**config.mk**
```make
export PLATFORM = sky130hd
export DESIGN_NAME = alu_exec_stage
export DESIGN_NICKNAME = d
export VERILOG_FILES = /design/src/rtl/alu_exec_stage_pkg.sv /design/src/rtl/alu_exec_stage_alu_core.sv /design/src/rtl/alu_exec_stage.sv
export SDC_FILE = /design/constraint.sdc
export NUM_CORES = 1
export LEC_CHECK = 0
export ABC_CLOCK_PERIOD_IN_PS = 3080
export CELL_PAD_IN_SITES_DETAIL_PLACEMENT = 0
export CELL_PAD_IN_SITES_GLOBAL_PLACEMENT = 1
export CORE_MARGIN = 2
export CORE_UTILIZATION = 35
export DETAILED_ROUTE_END_ITERATION = 8
export DONT_BUFFER_PORTS = 1
export GPL_TIMING_DRIVEN = 0
export PLACE_DENSITY = 0.67
export SLEW_MARGIN = 10
export SYNTH_ARGS = -nofsm -noshare
export SYNTH_HDL_FRONTEND = slang
export SYNTH_SLANG_ARGS = --single-unit
```
**constraint.sdc**
```tcl
create_clock -name clk -period 3.08 [get_ports clk]
set_clock_uncertainty 0.1 [all_clocks]
set_input_delay 0.308 -clock clk [delete_from_list [all_inputs] [get_ports clk]]
set_output_delay 0.308 -clock clk [all_outputs]
set_load 0.1 [all_outputs]
```
**src/rtl/alu_exec_stage_pkg.sv**
```systemverilog
// Shared core definitions: ALU control codes, field widths and the EX slot state.
// The decode-side ALU control logic uses the same code constants.
package alu_exec_stage_pkg;

   localparam int unsigned ALU_CTRL_W = 3;
   localparam int unsigned REG_ADDR_W = 5;

   localparam logic [ALU_CTRL_W-1:0] ALU_ADD = 3'b000;
   localparam logic [ALU_CTRL_W-1:0] ALU_SUB = 3'b001;
   localparam logic [ALU_CTRL_W-1:0] ALU_AND = 3'b010;
   localparam logic [ALU_CTRL_W-1:0] ALU_OR  = 3'b011;
   localparam logic [ALU_CTRL_W-1:0] ALU_SLT = 3'b101;

   typedef enum logic {
      SLOT_EMPTY = 1'b0,
      SLOT_FULL  = 1'b1
   } slot_state_t;

endpackage

```
**src/rtl/alu_exec_stage_alu_core.sv**
```systemverilog
// Combinational ALU datapath: control code and operands in, result, zero and illegal flag out.
module alu_core
   import alu_exec_stage_pkg::*;
#(
   parameter int unsigned WIDTH = 32
) (
   input  logic [ALU_CTRL_W-1:0] code,
   input  logic [WIDTH-1:0]      a,
   input  logic [WIDTH-1:0]      b,
   output logic [WIDTH-1:0]      result_c,
   output logic                  zero_c,
   output logic                  illegal_c
);

   logic less_c;

   assign less_c = ($signed(a) < $signed(b));

   // Unrecognised codes produce a zero result and raise illegal.
   always_comb begin
      result_c  = '0;
      illegal_c = 1'b0;
      case (code)
         ALU_ADD: result_c = a + b;
         ALU_SUB: result_c = a - b;
         ALU_AND: result_c = a & b;
         ALU_OR:  result_c = a | b;
         ALU_SLT: result_c = {{(WIDTH-1){1'b0}}, less_c};
         default: illegal_c = 1'b1;
      endcase
   end

   assign zero_c = (result_c == '0);

endmodule

```
**src/rtl/alu_exec_stage.sv**
```systemverilog
// Execute-stage ALU with a single-entry output slot, valid/ready handshake toward memory,
// flush, sticky illegal-code flag and executed-op counter.
module alu_exec_stage
   import alu_exec_stage_pkg::*;
#(
   parameter int unsigned WIDTH = 32,
   parameter int unsigned RD_W  = REG_ADDR_W,
   parameter int unsigned CNT_W = 16
) (
   input  logic                  clk,
   input  logic                  rst,
   input  logic                  in_valid,
   output logic                  in_ready,
   input  logic [ALU_CTRL_W-1:0] alu_control,
   input  logic [WIDTH-1:0]      src_a,
   input  logic [WIDTH-1:0]      src_b,
   input  logic [RD_W-1:0]       rd_in,
   input  logic                  reg_write_in,
   input  logic                  flush,
   output logic                  out_valid,
   input  logic                  out_ready,
   output logic [WIDTH-1:0]      alu_result,
   output logic                  zero,
   output logic [RD_W-1:0]       rd_out,
   output logic                  reg_write_out,
   output logic                  illegal_op,
   output logic [CNT_W-1:0]      op_count
);

   slot_state_t     state;
   logic [WIDTH-1:0] result_c;
   logic             zero_c;
   logic             illegal_c;
   logic             accept_c;

   alu_core #(.WIDTH(WIDTH)) u_alu_core (
      .code      (alu_control),
      .a         (src_a),
      .b         (src_b),
      .result_c  (result_c),
      .zero_c    (zero_c),
      .illegal_c (illegal_c)
   );

   // Slot may refill on the same cycle it drains.
   assign in_ready  = (state == SLOT_EMPTY) || out_ready;
   assign accept_c  = in_valid && in_ready && !flush;
   assign out_valid = (state == SLOT_FULL);

   // Flush empties the slot but leaves data, counter and sticky flag untouched.
   always_ff @(posedge clk or posedge rst) begin
      if (rst) begin
         state         <= SLOT_EMPTY;
         alu_result    <= '0;
         zero          <= 1'b0;
         rd_out        <= '0;
         reg_write_out <= 1'b0;
         illegal_op    <= 1'b0;
         op_count      <= '0;
      end else if (flush) begin
         state <= SLOT_EMPTY;
      end else if (accept_c) begin
         state         <= SLOT_FULL;
         alu_result    <= result_c;
         zero          <= zero_c;
         rd_out        <= rd_in;
         reg_write_out <= reg_write_in && !illegal_c;
         illegal_op    <= illegal_op || illegal_c;
         op_count      <= op_count + CNT_W'(1);
      end else if (out_ready) begin
         state <= SLOT_EMPTY;
      end
   end

endmodule

```
==> impl_metrics.ini <==
[run_status]
status = complete, but fails checks
violations = setup timing

[drt]
routed_wl_um = 29600
vias = 8041
postRouteAntennaNets = 0
first_iter_violations = 722
wl_per_cell_um = 21.6
routed_via_density = 5.88
drc = 0
firstDrtPassIters = 5

[clocking]
cts_tree = done
root_buffer = clkbuf_16
cts_buffers = 9
clk_latency_ns = 0.32
cts_buffer_depth = 2
cts_sinks = 57
htreeDepth = 3
clk_pin_slew_worst_paths_ns = 0.05

[critical_path]
critPathMaxStageDelay_ns = 0.46
cp_slowest_cell = o41a_1
endpoint_kind = flip-flop
crit_fanout = 7
crit_family = compound AO/OA/AOI/OAI gates
startpoint_type = input pin
cp.required_ns = 3.19
critical_path_buf_inv_count = 1
cp_cell_sequence = inv_1 > ha_1 > or2_1 > o221ai_4 > a31oi_4 > a21oi_2 > o41a_1 > a21o_1 > o22a_1 > nor4b_2 > and4_1 > nand4_1 > o41ai_2
path_class = input pin to flip-flop
worstPathArrival_ns = 3.34

[power_and_ir_drop]
finalPower_uw = 4340
p_sw_frac = 0.531
internal_power_uw = 2040
irDropWorstVdd_mv = 0.414
power.switching_uw = 2300
seqPwrFrac = 0.439
leakage_uw = 0.00409
power_density_mw_per_mm2 = 471
clock_power_share = 0.223
comb_power_share = 0.338

[sta]
setup_ws_ns = -0.147
setup_tns_ns = -0.211
rsz0062_at_grt = yes
final_hold_viol_count = 0
fmax_mhz = 310
drv_slew = 0
relSlewSlack = 0.308
fin_crit_ns = 3.23
setup_viol = 2
tightest_slew_ns = 1.04
finalCritPeriodShare = 1.05

[cells_and_area]
stdcell_count = 1368
drive_above_1_share = 0.163
diodes = 0
nNetsFinal = 1275
final_cell_mix = 129 x nand2_1, 106 x ha_1, 100 x nor2_1
final_common_cell = nand2_1
syn_to_final_growth_pct = 17.5
nFillCells = 2285
fin_area_mm2 = 0.00922

[placement]
dp.cells = 1328
dp_hpwl_um = 23000
placed_cell_area_mm2 = 0.00824
io_buffers = 0
gp_congestion = 0.918

[floorplan]
die_w_um = 154
io-pin-count = 136
design.core.area_mm2 = 0.0219
initial_core_util = 0.359
die_h_um = 154
die-area_mm2 = 0.0236
core.rowCount = 54

[synthesis]
ys_warn_count = 0
ys_ff_latch = 57
syn-num-nets = 1239
synth_top_area_share = 0.182
synth_area_mm2 = 0.00785
netlist_instances = 1047
netlist.top_cell.by_area = dfrtp_1
synth_edf_count = 0
avgSynthCellArea_um2 = 7.50
synth_area_leaders = dfrtp_1 18%, ha_1 18%, nand2_1 6.2%
netlist-cell-type-count = 92
synth_flop_cell = dfrtp_1
async_flop_share = 1.00
seq_area_frac_synth = 0.182

[flow_run]
max-cap-violations = 0

[min_path]
hold_class = input pin to flip-flop

[global_routing]
antenna_found_initial = 0
grt_pass1_vias = 7748
track_usage = 0.240
overflow = 0
grt_first_pass_wirelength_um = 44700
grt_start_max_net_pins = 31
==> per-layer routing <==
metal / global-route usage / up-vias / share of wire
met5: 0 / - / 0
met4: 0.0555 / 0 / 0.020
met3: 0.0505 / 39 / 0.081
met2: 0.388 / 320 / 0.45
met1: 0.328 / 3886 / 0.45
li1: - / 3796 / -
==> stage by stage <==
step | utilization | worst slack, ns | hold WS [ns]
after CTS | 0.414 | -0.0552 | 0.00643
after global routing | 0.421 | -0.253 | 0.0272
after floorplan | - | -0.0584 | 0.271
final | 0.421 | -0.147 | 0.0111
after global placement | 0.376 | -1.06 | 0.276
after detailed placement | 0.376 | -1.03 | 0.211
==> flip-flops by register name, indices dropped and copies added (netlist names) <==
name / flops
illegal_op: 1
alu_result: 32
reg_write_out: 1
zero: 1
rd_out: 5
op_count: 16
out_valid: 1
==> synthesized netlist by cell type, types with 11 or more instances <==
library cell,number
nor2b_1,11
ha_1,112
o21ai_0,56
nand4_1,15
clkbuf_1,30
nand2_1,130
a21o_1,14
dfrtp_1,57
a211oi_1,27
o211ai_1,13
nor3_1,23
nand3_1,22
a21oi_1,79
xnor2_1,17
nor2_1,102
inv_1,94
mux2i_1,11
buf_2,20
==> worst paths after layout <==
kind | start | endpoint | slack [ns] | cells after the start
worst max register to register | out_valid | zero | -0.07 | 12
worst max-delay path | src_b[2] | zero | -0.15 | 13
worst min-delay path | reg_write_in | reg_write_out | 0.01 | 2
worst min register to register | rd_out[1] | rd_out[1] | 0.89 | 2
min in group asynchronous | rst | alu_result[0] | 0.43 | 2
max in group asynchronous | rst | out_valid | 1.85 | 3
==> repair_timing <==
item,4_1_cts,5_1_grt
endpoints found under the hold margin,33,0
setup buffers,19,1
resized for setup,75,35
hold buffers,7,0
setup endpoints to repair,6,4
pin swaps,30,18
==> power by group through the flow <==
| stage | clock, µW | sequential [µW] | combinational, µW |
|---|---|---|---|
| 2_1_floorplan | 0 | 1850 | 941 |
| 3_3_place_gp | 0 | 1920 | 1270 |
| 3_5_place_dp | 0 | 1920 | 1270 |
| 4_1_cts | 984 | 1910 | 1400 |
| 5_1_grt | 1020 | 1920 | 1600 |
| 6_report | 967 | 1910 | 1470 |
==> cell families after synthesis <==
| logic type | after synthesis | synth area share |
|---|---|---|
| compound gates | 325 | 0.297 |
| xor+xnor | 22 | 0.0245 |
| fa+ha+maj | 114 | 0.184 |
| buf+inv | 154 | 0.0778 |
| flops | 57 | 0.182 |
| mux | 14 | 0.0198 |
| simple gates | 361 | 0.215 |
==> final cells by class <==
class	count	area [µm²]	share of cell area
multi-input cells	836	6260	0.678
repair buffers	28	240	0.0260
inverters	99	390	0.0423
well taps	280	350	0.0380
clock inverters	3	40.0	0.00434
plain buffers	52	264	0.0286
clock buffers	13	250	0.0271
flip-flops and latches	57	1430	0.155
(Power assumes the default switching activity.)
